`config.mk`:
```
export PLATFORM = sky130hd
export DESIGN_NAME = mem_arbiter_flat
export DESIGN_NICKNAME = d
export VERILOG_FILES = /design/src/rtl/mem_arbiter_if.sv /design/src/rtl/mem_arbiter.sv /design/src/flat_wrapper.sv
export SDC_FILE = /design/constraint.sdc
export NUM_CORES = 1
export LEC_CHECK = 0
export ABC_AREA = 1
export CAP_MARGIN = 20
export CORE_MARGIN = 1
export CORE_UTILIZATION = 37
export CTS_CLUSTER_DIAMETER = 40
export DETAILED_ROUTE_END_ITERATION = 6
export PLACE_DENSITY = 0.83
export SLEW_MARGIN = 20
export SYNTH_ARGS = -nofsm -noshare
export SYNTH_HDL_FRONTEND = slang
export SYNTH_SLANG_ARGS = --single-unit
```
`constraint.sdc`:
```
create_clock -name clk -period 1.3 [get_ports clk]
set_input_delay 0.26 -clock clk [delete_from_list [all_inputs] [get_ports clk]]
set_output_delay 0.26 -clock clk [all_outputs]
set_load 0.02 [all_outputs]
```
`src/rtl/mem_arbiter_if.sv`:
```
// Bus bundle between the two requesters (CPU, debug/loader), the arbiter and
// the single-port memory. The arbiter takes the slave side.
interface mem_arbiter_if;
    logic        cpu_req;
    logic        cpu_we;
    logic [31:0] cpu_addr;
    logic [31:0] cpu_wdata;
    logic        cpu_ack;
    logic [31:0] cpu_rdata;
    logic        cpu_stall;

    logic        dbg_req;
    logic        dbg_we;
    logic [31:0] dbg_addr;
    logic [31:0] dbg_wdata;
    logic        dbg_ack;
    logic [31:0] dbg_rdata;
    logic        dbg_halt;

    logic        mem_en;
    logic        mem_we;
    logic [31:0] mem_addr;
    logic [31:0] mem_wdata;
    logic [31:0] mem_rdata;

    modport slave (
        input  cpu_req, cpu_we, cpu_addr, cpu_wdata,
        output cpu_ack, cpu_rdata, cpu_stall,
        input  dbg_req, dbg_we, dbg_addr, dbg_wdata, dbg_halt,
        output dbg_ack, dbg_rdata,
        output mem_en, mem_we, mem_addr, mem_wdata,
        input  mem_rdata
    );

    modport master (
        output cpu_req, cpu_we, cpu_addr, cpu_wdata,
        input  cpu_ack, cpu_rdata, cpu_stall,
        output dbg_req, dbg_we, dbg_addr, dbg_wdata, dbg_halt,
        input  dbg_ack, dbg_rdata,
        input  mem_en, mem_we, mem_addr, mem_wdata,
        output mem_rdata
    );
endinterface

```
`src/rtl/mem_arbiter.sv`:
```
// Round-robin arbiter sharing one single-port memory between the CPU and the
// debug/loader port; one access in flight, fixed latency of 2+MEM_LAT cycles.
//
// state | meaning
// IDLE  | sample eligible requests, latch grantee and access, raise mem_en
// ISSUE | mem_en high for this one cycle, clear latency counter
// WAIT  | count to MEM_LAT-1, then capture mem_rdata into grantee's rdata
// ACK   | grantee's ack high for one cycle, update last_gnt
module mem_arbiter #(
    parameter int MEM_LAT = 1
) (
    input  logic   clk,
    input  logic   reset,
    mem_arbiter_if.slave bus
);

    if (MEM_LAT < 1 || MEM_LAT > 4) begin : g_lat_check
        $error("mem_arbiter: MEM_LAT must be in 1..4");
    end

    typedef enum logic [1:0] {IDLE, ISSUE, WAIT, ACK} state_t;

    localparam logic       GNT_CPU = 1'b0;
    localparam logic       GNT_DBG = 1'b1;
    localparam logic [2:0] LAT_M1  = 3'(MEM_LAT - 1);

    state_t     state;
    logic [2:0] cnt;
    logic       gnt;
    logic       last_gnt;
    logic       cpu_elig;
    logic       pick_dbg;

    assign cpu_elig = bus.cpu_req & ~bus.dbg_halt;

    // On a tie the requester that was not served last wins.
    always_comb begin
        pick_dbg = 1'b0;
        if (cpu_elig && bus.dbg_req)
            pick_dbg = (last_gnt == GNT_CPU);
        else
            pick_dbg = bus.dbg_req;
    end

    assign bus.cpu_stall = bus.cpu_req & ~bus.cpu_ack;

    always_ff @(posedge clk) begin
        if (reset) begin
            state         <= IDLE;
            cnt           <= 3'd0;
            gnt           <= GNT_CPU;
            last_gnt      <= GNT_DBG;
            bus.cpu_ack   <= 1'b0;
            bus.cpu_rdata <= 32'd0;
            bus.dbg_ack   <= 1'b0;
            bus.dbg_rdata <= 32'd0;
            bus.mem_en    <= 1'b0;
            bus.mem_we    <= 1'b0;
            bus.mem_addr  <= 32'd0;
            bus.mem_wdata <= 32'd0;
        end else begin
            case (state)
                IDLE: begin
                    if (cpu_elig || bus.dbg_req) begin
                        gnt           <= pick_dbg ? GNT_DBG : GNT_CPU;
                        bus.mem_en    <= 1'b1;
                        bus.mem_we    <= pick_dbg ? bus.dbg_we    : bus.cpu_we;
                        bus.mem_addr  <= pick_dbg ? bus.dbg_addr  : bus.cpu_addr;
                        bus.mem_wdata <= pick_dbg ? bus.dbg_wdata : bus.cpu_wdata;
                        state         <= ISSUE;
                    end
                end
                ISSUE: begin
                    // Address and write data stay put so the memory sees a stable bus.
                    bus.mem_en <= 1'b0;
                    bus.mem_we <= 1'b0;
                    cnt        <= 3'd0;
                    state      <= WAIT;
                end
                WAIT: begin
                    cnt <= cnt + 3'd1;
                    if (cnt == LAT_M1) begin
                        if (gnt == GNT_DBG) begin
                            bus.dbg_rdata <= bus.mem_rdata;
                            bus.dbg_ack   <= 1'b1;
                        end else begin
                            bus.cpu_rdata <= bus.mem_rdata;
                            bus.cpu_ack   <= 1'b1;
                        end
                        state <= ACK;
                    end
                end
                ACK: begin
                    bus.cpu_ack <= 1'b0;
                    bus.dbg_ack <= 1'b0;
                    last_gnt    <= gnt;
                    state       <= IDLE;
                end
                default: state <= IDLE;
            endcase
        end
    end

endmodule

```
`src/flat_wrapper.sv`:
```
// flat-port wrapper written by rule: the top's interface ports become plain ports
module mem_arbiter_flat 
#(
    parameter int MEM_LAT = 1
)
  (clk, reset, bus_cpu_req, bus_cpu_we, bus_cpu_addr, bus_cpu_wdata, bus_cpu_ack, bus_cpu_rdata, bus_cpu_stall, bus_dbg_req, bus_dbg_we, bus_dbg_addr, bus_dbg_wdata, bus_dbg_halt, bus_dbg_ack, bus_dbg_rdata, bus_mem_en, bus_mem_we, bus_mem_addr, bus_mem_wdata, bus_mem_rdata);
  mem_arbiter_if bus_i ();
  input  logic clk;
  input  logic reset;
  input wire logic [$bits(bus_i.cpu_req)-1:0] bus_cpu_req;
  input wire logic [$bits(bus_i.cpu_we)-1:0] bus_cpu_we;
  input wire logic [$bits(bus_i.cpu_addr)-1:0] bus_cpu_addr;
  input wire logic [$bits(bus_i.cpu_wdata)-1:0] bus_cpu_wdata;
  output wire logic [$bits(bus_i.cpu_ack)-1:0] bus_cpu_ack;
  output wire logic [$bits(bus_i.cpu_rdata)-1:0] bus_cpu_rdata;
  output wire logic [$bits(bus_i.cpu_stall)-1:0] bus_cpu_stall;
  input wire logic [$bits(bus_i.dbg_req)-1:0] bus_dbg_req;
  input wire logic [$bits(bus_i.dbg_we)-1:0] bus_dbg_we;
  input wire logic [$bits(bus_i.dbg_addr)-1:0] bus_dbg_addr;
  input wire logic [$bits(bus_i.dbg_wdata)-1:0] bus_dbg_wdata;
  input wire logic [$bits(bus_i.dbg_halt)-1:0] bus_dbg_halt;
  output wire logic [$bits(bus_i.dbg_ack)-1:0] bus_dbg_ack;
  output wire logic [$bits(bus_i.dbg_rdata)-1:0] bus_dbg_rdata;
  output wire logic [$bits(bus_i.mem_en)-1:0] bus_mem_en;
  output wire logic [$bits(bus_i.mem_we)-1:0] bus_mem_we;
  output wire logic [$bits(bus_i.mem_addr)-1:0] bus_mem_addr;
  output wire logic [$bits(bus_i.mem_wdata)-1:0] bus_mem_wdata;
  input wire logic [$bits(bus_i.mem_rdata)-1:0] bus_mem_rdata;
  assign bus_i.cpu_req = bus_cpu_req;
  assign bus_i.cpu_we = bus_cpu_we;
  assign bus_i.cpu_addr = bus_cpu_addr;
  assign bus_i.cpu_wdata = bus_cpu_wdata;
  assign bus_cpu_ack = bus_i.cpu_ack;
  assign bus_cpu_rdata = bus_i.cpu_rdata;
  assign bus_cpu_stall = bus_i.cpu_stall;
  assign bus_i.dbg_req = bus_dbg_req;
  assign bus_i.dbg_we = bus_dbg_we;
  assign bus_i.dbg_addr = bus_dbg_addr;
  assign bus_i.dbg_wdata = bus_dbg_wdata;
  assign bus_i.dbg_halt = bus_dbg_halt;
  assign bus_dbg_ack = bus_i.dbg_ack;
  assign bus_dbg_rdata = bus_i.dbg_rdata;
  assign bus_mem_en = bus_i.mem_en;
  assign bus_mem_we = bus_i.mem_we;
  assign bus_mem_addr = bus_i.mem_addr;
  assign bus_mem_wdata = bus_i.mem_wdata;
  assign bus_i.mem_rdata = bus_mem_rdata;
  mem_arbiter #(.MEM_LAT(MEM_LAT)) u_core (.clk(clk), .reset(reset), .bus(bus_i));
endmodule
```
==> reports/results.md <==
| Item | Reported |
| --- | --- |
| Status | complete, but fails checks |
| Failing checks | negative setup slack |
| Number of setup violations in the final report | 79 |
| Most common flop cell mapped by yosys | sky130_fd_sc_hd__dfxtp_1 |
| Type of element launching the critical path | flip-flop |
| Hold violation count in the final report | 0 |
| H-tree depth | 4 |
| Maximum vdd ir drop | 0.942 mV |
| Relative max-transition margin | 82.5% |
| Starting Density | 37.9% |
| Worst endpoint required time | 1600 ps |
| Dominant cell by count in the synthesized netlist | sky130_fd_sc_hd__nor2_1 |
| Detailed-routing iteration count for the pre-antenna-repair pass | 5 |
| Residual DRC | 0 |
| Worst setup skew after layout | 13.8 ps |
| Number of warnings issued by yosys | 0 |
| Final ANT Viol Nets | 0 |
| Slack of the worst reg-to-reg path | -120 ps |
| Number of synthesized flops with an enable pin | 0 |
| Synthesized netlist cell count | 905 |
| Setup slack of the critical path after layout | -124 ps |
| Combined area of the multi-input logic cells | 3080 µm² |
| Sum of buffers and inverters on the critical path | 3 |
| Storage cell area | 2790 µm² |
| Antenna violations before repair | 1 |
| Detailed-route vias per instance | 4.71 |
| Terminating pin of the worst hold path | u_core.bus.mem_we$_SDFFE_PP0P_ |
| Overall track demand over capacity in global routing | 23.3% |
| Hold Crit Depth | 3 |
| Clock root buffer master | sky130_fd_sc_hd__clkbuf_16 |
| Flip-flop and latch count after synthesis | 139 |
| Tightest hold margin | 318 ps |
| Main area contributors after synthesis | sky130_fd_sc_hd__dfxtp_1 46%, sky130_fd_sc_hd__nor2_1 16%, sky130_fd_sc_hd__nand2_1 13% |
| Most frequent cells after synthesis | 262 x sky130_fd_sc_hd__nor2_1, 208 x sky130_fd_sc_hd__nand2_1, 139 x sky130_fd_sc_hd__dfxtp_1 |
| Mapped Area | 6050 µm² |
| Final Critical Period | 1420 ps |
| Unrepaired setup endpoints after global routing | yes |
| Vias after detailed routing | 6831 |
| Maximum number of pins on one net before global-route repair | 66 |
| Maximum count of clock buffers along a single path | 2 |
| Initial detailed-routing violation count | 266 |
| Data arrival time of the worst path | 1720 ps |
| Worst Max-Slew Pin Slew | 263 ps |
| Worst setup path class | reg2reg |
| Net count of the mapped netlist | 1078 |
| Fill cell count | 1385 |
| Count of unique library cells instantiated by Yosys | 21 |
| Floorplan row count | 46 |
| Avg Inst Size Synth | 6.68 µm² |
| CTS buffer count | 17 |
| Library cell appearing most often on the critical path | sky130_fd_sc_hd__inv_2 |
| Power Total | 21.3 mW |
| Family of cells with the greatest summed delay on the critical path | simple AND/OR/NAND/NOR gates |
| Worst min path class | in2reg |
| Delay contributed by the slowest stage of the critical path | 320 ps |
| Drt wl/cell | 14.9 µm |
| Total wire length | 21500 µm |
| Dominant cell type by area after synthesis | sky130_fd_sc_hd__dfxtp_1 |
| Endpoint of the worst-slack reg-to-reg timing path | u_core.bus.cpu_rdata[29]$_SDFFE_PP0P_ |
| Number of nets at the end of the flow | 1393 |
| Die ar. | 16900 µm² |
| Highest achievable clock rate | 702 MHz |
| Startpoint of the worst-slack reg-to-reg timing path | u_core.cnt[1]$_SDFFE_PP0P_ |
| Placer's final routability congestion estimate | 0.769 |
| Buffers on Ports | 299 |
| CTS Sinks | 139 |
| Clock latency on the worst-skew pair | 420 ps |
| MaxCap Viol Count | 0 |
| CTS tree | built |
| DP Wirelength | 14000 µm |
| Clock-pin slew reported for the worst setup and hold paths after clock tree synthesis | 60 ps |
| Y dimension of the die | 130 µm |
| Post-layout util | 64.7% |
| Final number of max-transition violations | 0 |
| Area added between synthesis and finish | 70.7% |
| Capturing element type of the critical path | flip-flop |
| Share of Yosys cell area claimed by the top area cell type | 46.0% |
| Chip Width | 130 µm |
| Cells after DPL | 1397 |
| Share of the clock period used by the worst path | 110% |
| Worst reg2reg path depth | 8 |
| CP max FO | 16 |
| Critical path, cell by cell | inv_2, ha_4, nand2_4, nor3_4, inv_2, buf_12, nor2_2, nor2_1 |
| Via count of the first global-routing pass | 6299 |
| Standard cell with the maximum stage delay on the critical path | sky130_fd_sc_hd__dfxtp_2 |
| First-pass GRT wire length | 30300 µm |
| Number of top-level pins | 300 |
| Total core area | 15900 µm² |
| Leakage dissipation | 5.09 nW |
| Part of the Yosys area used for sequential elements | 46.0% |
| Fraction of layout cells with a size suffix above 1 | 27.3% |
| Share of async-settable or async-resettable flops after synthesis | 0% |
| Start point of the worst hold path | reset |
| Global-route congestion overflow total | 0 |
| Post-route non-filler standard cell count | 1450 |
| Ratio of total power to cell area | 2060 nW/µm² |
[per-stage QoR]
| step | area, µm² | worst slack, ps | TNS, ps |
|---|---|---|---|
| 2_1_floorplan | 6110 | -12.6 | -350 |
| 3_3_place_gp | 9410 | -537 | -32750 |
| 3_5_place_dp | 9410 | -539 | -36810 |
| 4_1_cts | 10200 | -81.7 | -2530 |
| 5_1_grt | 10300 | -191 | -12480 |
| 6_report | 10300 | -124 | -3590 |
[power by group]
group	leakage [nW]	switching, mW	internal (mW)
Clock	0.273	2.04	2.70
Sequential	1.14	0.762	5.47
Combinational	3.67	5.87	4.47
Total	5.09	8.67	12.6
[registers in the layout, summed over array words and instances (netlist names)]
| name | cells |
|---|---|
| u_core.bus.cpu_rdata | 32 |
| u_core.bus.dbg_rdata | 32 |
| u_core.bus.mem_addr | 32 |
| u_core.bus.mem_wdata | 32 |
| u_core.cnt | 3 |
| u_core.state | 2 |
| u_core.bus.cpu_ack | 1 |
| u_core.bus.dbg_ack | 1 |
| u_core.bus.mem_en | 1 |
| u_core.bus.mem_we | 1 |
| u_core.gnt | 1 |
| u_core.last_gnt | 1 |
[layer usage]
layer,global-route usage [%],up-vias,wire (µm)
met5,0,-,0
met4,10.3,0,544
met3,6.89,39,1840
met2,42.8,284,11100
met1,24.5,3096,8100
li1,-,3412,-
[tightest hold or removal path, stage by stage]
cell and delay, ps:
sky130_fd_sc_hd__buf_2 130, sky130_fd_sc_hd__buf_4 230, sky130_fd_sc_hd__a21oi_1 60
[cell families after synthesis]
| family | share of synthesized area [%] |
|---|---|
| and+or+nand+nor | 35.5 |
| DFF | 46.0 |
| buffers and inverters | 10.4 |
| AOI/OAI and AO/OA | 6.85 |
| adders and majority gates | 1.24 |
[cells in the final DEF, fill, tap and decap left out, types with 5 or more instances in the layout]
master,n
sky130_fd_sc_hd__a21oi_1,7
sky130_fd_sc_hd__o21ai_1,13
sky130_fd_sc_hd__clkdlybuf4s50_1,164
sky130_fd_sc_hd__buf_2,113
sky130_fd_sc_hd__clkdlybuf4s15_2,17
sky130_fd_sc_hd__nand3_1,66
sky130_fd_sc_hd__nor2_4,27
sky130_fd_sc_hd__inv_1,72
sky130_fd_sc_hd__nor2_1,176
sky130_fd_sc_hd__buf_4,22
sky130_fd_sc_hd__dfxtp_2,5
sky130_fd_sc_hd__clkbuf_16,25
sky130_fd_sc_hd__dfxtp_1,133
sky130_fd_sc_hd__inv_2,7
sky130_fd_sc_hd__o21ai_0,54
sky130_fd_sc_hd__inv_6,6
sky130_fd_sc_hd__buf_6,5
sky130_fd_sc_hd__nor2_2,59
sky130_fd_sc_hd__buf_12,13
sky130_fd_sc_hd__nand2_1,203
[repair_timing]
action,CTS,global route
pin swaps,6,23
endpoints found under the setup margin,262,210
cloned,5,10
gates resized for setup,482,191
setup buffers,5,2
hold buffers,0,0
[area by class of cell]
cell class                      count  area share, %
Multi-Input combinational cell    628           29.8
Tap cell                          216           2.62
Clock buffer                       17           4.12
Timing Repair Buffer              350           31.4
Timing Repair inverter              1          0.194
Sequential cell                   139           27.1
Antenna cell                        1         0.0242
Clock inverter                     15           1.47
Inverter                           83           3.25
[worst max-delay path by stage]
stage	end	from	depth (start not counted)
3_3_place_gp	bus_cpu_stall	bus_cpu_req	4
3_5_place_dp	bus_cpu_stall	bus_cpu_req	4
5_1_grt	u_core.bus.cpu_rdata[29]$_SDFFE_PP0P_	u_core.cnt[1]$_SDFFE_PP0P_	8
4_1_cts	u_core.bus.dbg_ack$_SDFFE_PP0P_	u_core.state[0]$_SDFFE_PP0P_	8
6_report	u_core.bus.cpu_rdata[29]$_SDFFE_PP0P_	u_core.cnt[1]$_SDFFE_PP0P_	8
2_1_floorplan	u_core.bus.dbg_rdata[10]$_SDFFE_PP0P_	u_core.state[0]$_SDFFE_PP0P_	8
No activity file was read; power rests on OpenSTA's default activity.
==> patch 1: new RTL, same settings <==
Make the reset (`reset`) asynchronous in one clocked block.
--- a/src/rtl/mem_arbiter.sv
+++ b/src/rtl/mem_arbiter.sv
@@ -45,5 +45,5 @@
     assign bus.cpu_stall = bus.cpu_req & ~bus.cpu_ack;
 
-    always_ff @(posedge clk) begin
+    always_ff @(posedge clk or posedge reset) begin
         if (reset) begin
             state         <= IDLE;
Behaviour: differs if reset is asserted again (counterexample within 4 cycles, from zero or initial values and one cycle with reset high); with reset held inactive, the same outputs for 4 cycles.
==> patch 1 against the original RTL <==
The flow still finishes with violations (setup timing). Die area grew 12%. Setup slack gained 0.0048 ns. Synthesized area grew 12%. Via count shrank 3.1%. Critical endpoint is now u_core.bus.dbg_rdata[6]. Largest power group unchanged. Highest routed layer unchanged. Critical path type unchanged. Power grew 21%. Sequential cell count is the same. Largest cell class is now registers. Routed wire length grew 1.6%. Final area grew 7.9%.
==> patch 1: results (changes against the original RTL) <==
first-pass GRT wire length = 30800 µm (was 30300 µm)
max_slew headroom = 0.794 (was 0.825)
fin cells = 1372 (was 1450)
top cells by count, synth = nand2_1 (272), dfrtp_1 (138), inv_1 (106) (was nor2_1 (262), nand2_1 (208), dfxtp_1 (139))
setup ws final = -0.119 ns (was -0.124 ns)
GRT Total Usage = 0.215 (was 0.233)
CP max-delay cell = dfrtp_1 (was dfxtp_2)
initial antenna violation count = 0 (was 1)
failing checks = setup timing (unchanged)
Netlist cell types = 24 (was 21)
fill count = 1522 (was 1385)
fin nets = 1302 (was 1393)
mux contribution to synthesized area = 0.00166 (was 0)
outcome = finished with violations (unchanged)
worst hold path type = input pin to asynchronous set/reset pin (was input pin to register)
Synth Area in Compound Gates = 0.0761 (was 0.0685)
Seq/Total Area, Yosys = 0.514 (was 0.460)
Lkg Pwr = 5.73 nW (was 5.09 nW)
endpoints failing setup = 132 (was 79)
worst clock skew = 0.0102 ns (was 0.0138 ns)
WL/cell = 16.0 µm (was 14.9 µm)
worst-path fanout max = 6 (was 16)
setup TNS = -8.49 ns (was -3.59 ns)
post-synthesis adder-cell area fraction = 0.0111 (was 0.0124)
Mapped Nets = 969 (was 1078)
## patch 1: cell types whose count changed after synthesis, sizes merged, moves of 6 or more
cell / unedited run / this run
nor2: 262 / 5
nand3b: 1 / 64
clkbuf: 11 / 5
inv: 83 / 109
nand2: 208 / 275
dfrtp: 0 / 138
dfxtp: 139 / 0
## patch 1: repair_timing
item / in CTS / in global routing
cloned: 5 / 9
pin swaps: 2 / 17
gates resized for setup: 556 / 103
buffers inserted: 5 / 4
endpoints found under the setup margin: 264 / 139
## patch 1: kinds of logic (layout without fill, tap and decap cells)
family                   count (synthesis)  in the layout
multiplexers                             1              1
AND/OR/NAND/NOR                        414            414
AO/OA/AOI/OAI                           77             77
buffers and inverters                  159            505
other                                    0              1
adder cells (fa/ha/maj)                  6              6
flip-flops                             139            139
## patch 1: final timing paths
kind | cells past startpoint | endpoint | startpoint
min in group clk | 3 | u_core.bus.dbg_rdata[4] | bus_mem_rdata[4]
setup reg to reg | 9 | u_core.bus.dbg_rdata[6] | u_core.cnt[1]
setup / recovery | 9 | u_core.bus.dbg_rdata[6] | u_core.cnt[1]
hold reg to reg | 2 | u_core.bus.mem_wdata[20] | u_core.bus.mem_wdata[20]
hold / removal | 3 | u_core.bus.mem_addr[8] | reset
max in group asynchronous | 3 | u_core.last_gnt | reset
## patch 1: layout make-up
cell class,instances,area (µm²),share of cell area
sequential,139,3480,0.312
antenna,1,2.50,0.000225
tap,229,287,0.0257
timing repair buffer,363,3350,0.301
clock inverter,14,161,0.0145
inverter,110,424,0.0381
clock buffer,18,429,0.0385
multi-input combinational,498,3000,0.270
## patch 1: where the power goes
part	internal (mW)	total (mW)	leakage [nW]	switching [mW]
clock	2.88	4.92	0.289	2.04
combinational	5.41	13.1	3.73	7.66
sequential	6.48	7.81	1.71	1.32
total	14.8	25.8	5.73	11.0
## patch 1: per-layer routing
metal | up-vias | routed length, µm | global-route usage
met4 | 0 | 475 | 0.0934
met2 | 259 | 11400 | 0.378
li1 | 3154 | - | -
met3 | 32 | 1680 | 0.0600
met5 | - | 0 | 0
met1 | 3175 | 8340 | 0.243
## patch 1: metrics by stage
stage / area (µm²) / setup WS (ns) / utilization / hold slack (ns)
global route: 11100 / -0.175 / 0.620 / 0.328
global placement: 10300 / -0.577 / 0.573 / 0.460
floorplan: 6880 / -0.694 / - / 0.416
finish: 11100 / -0.119 / 0.620 / 0.313
CTS: 10500 / -0.0848 / 0.584 / 0.318
detailed placement: 10300 / -0.566 / 0.573 / 0.465
## patch 1: worst max-delay path: cells and delay by family (launching register included)
family                   cells  cell delay (ns)
AO/OA/AOI/OAI                1             0.05
flip-flops                   1             0.38
AND/OR/NAND/NOR              3             0.30
buffers and inverters        4             0.43
adder cells (fa/ha/maj)      1             0.13
==> patch 2: new RTL, config.mk and constraints unchanged <==
Made on the original files. Encoding of `state_t`: now one-hot (4 bits for 4 states).
--- a/src/rtl/mem_arbiter.sv
+++ b/src/rtl/mem_arbiter.sv
@@ -19,5 +19,5 @@
     end
 
-    typedef enum logic [1:0] {IDLE, ISSUE, WAIT, ACK} state_t;
+    typedef enum logic [3:0] {IDLE = 4'b0001, ISSUE = 4'b0010, WAIT = 4'b0100, ACK = 4'b1000} state_t;
 
     localparam logic       GNT_CPU = 1'b0;
Formal check against the unedited RTL: same outputs for any inputs over 4 cycles, from zero or initial values and one cycle with reset high; so few cycles prove little.
==> patch 2 against the original RTL <==
Count of clock-buffer cells in the layout is 1 higher. Critical path type unchanged. Synthesized area is 7.3% higher. Largest cell class is now multi-input gates. Sequential share of layout area is 1.0 points lower. Routed wire length is 12% higher. Critical path depth is 1 higher. The run still ends with setup timing left. Sequential cell count is 2 higher. Final area is 5.3% higher. Fmax is 0.38% higher. Setup slack better by 0.0054 ns.
Power is not compared: it rests on default switching activity, and its combinational part moved more than twofold at a synthesized area within 25%.
==> patch 2: results (changes against the original RTL) <==
WL/cell = 15.0 µm (was 14.9 µm)
initial antenna violation count = 0 (was 1)
drt first pass iters = 7 (was 5)
total number of vias = 7425 (was 6831)
end of the worst hold path = u_core.bus.cpu_rdata[22] (was u_core.bus.mem_we)
Seq/Total Area, Yosys = 0.435 (was 0.460)
GRT Total Usage = 0.237 (was 0.233)
cell total after placement = 1551 (was 1397)
gp weighted congestion = 0.830 (was 0.769)
wire length on met1 = 9660 µm (was 8100 µm)
vias in the first global route = 6595 (was 6299)
worst hold path type = input pin to register (unchanged)
clock power share = 0.364
Netlist cell types = 22 (was 21)
Synth Flop Type = dfxtp_1 (unchanged)
setup ws final = -0.118 ns (was -0.124 ns)
outcome = finished with violations (unchanged)
Reg-to-Reg End = u_core.bus.mem_wdata[17] (was u_core.bus.cpu_rdata[29])
met3 wire length = 1560 µm (was 1840 µm)
met2 WL post-DR = 12000 µm (was 11100 µm)
Async SR Flop Fraction = 0 (unchanged)
routing usage on met3 = 0.0472 (was 0.0689)
endpoints failing setup = 125 (was 79)
top cells by count, synth = nor2_1 (335), nand2_1 (274), dfxtp_1 (141) (was nor2_1 (262), nand2_1 (208), dfxtp_1 (139))
worst clock skew = 0.00989 ns (was 0.0138 ns)
failing checks = setup timing (unchanged)
Pwr Density = 1220 nW/µm²
first-pass GRT wire length = 33300 µm (was 30300 µm)
M1 GR Usage = 0.279 (was 0.245)
largest net degree at the start of global routing = 41 (was 66)
Mapped Nets = 1212 (was 1078)
max_slew headroom = 0.710 (was 0.825)
via-per-instance ratio = 4.62 (was 4.71)
fin nets = 1539 (was 1393)
Starting DRT DRC Count = 434 (was 266)
worst-path fanout max = 9 (was 16)
setup TNS = -6.71 ns (was -3.59 ns)
Inserted Diodes = 0 (was 1)
share of layout cells above drive strength 1 = 0.257 (was 0.273)
Setup Crit Path Kind = register to register (unchanged)
Core Footprint = 17200 µm² (was 15900 µm²)
syn_area_per_cell = 6.22 µm² (was 6.68 µm²)
CP peak stage delay = 0.35 ns (was 0.32 ns)
most area-consuming cells after synthesis = dfxtp_1 (44%), nor2_1 (19%), nand2_1 (16%), inv_1 (7.9%), o21ai_1 (4.6%) (was dfxtp_1 (46%), nor2_1 (16%), nand2_1 (13%), nand3_1 (5.5%), inv_1 (4.9%))
HPWL after detailed placement = 14400 µm (was 14000 µm)
CTS HTree Levels = 4 (unchanged)
hold wc startpoint = bus_mem_rdata[22] (was reset)
met2 Track Usage GR = 0.412 (was 0.428)
Root Buffer = clkbuf_16 (unchanged)
FF-to-FF Start = u_core.state[0] (was u_core.cnt[1])
[patch 2: timing repair]
action,in CTS,in global routing
setup endpoints to repair,263,187
setup buffers,5,4
gates resized for setup,524,192
pin swaps,8,41
gates cloned,6,12
hold endpoints to repair,0,0
[patch 2: through the flow]
| step | hold slack (ns) | cell area, µm² | setup slack, ns |
|---|---|---|---|
| after floorplan | 0.409 | 6490 | 0.0393 |
| after global placement | 0.449 | 9870 | -0.601 |
| after detailed placement | 0.462 | 9870 | -0.584 |
| after CTS | 0.442 | 10500 | -0.0751 |
| after global routing | 0.487 | 10900 | -0.177 |
| final | 0.466 | 10900 | -0.118 |
[patch 2: cell families after synthesis]
group,Yosys count,share of synthesized area
compound gates,78,0.0611
fa+ha+maj,2,0.00386
buf+inv,200,0.136
flops,141,0.435
simple gates,622,0.364
[patch 2: layout make-up]
class	count	area (µm²)
tap	225	282
fill	1455	6370
inverter	145	561
sequential	141	2830
clock buffer	18	439
timing repair buffer	358	3260
multi-input combinational	703	3290
clock inverter	14	145
timing repair inverter	4	65.1
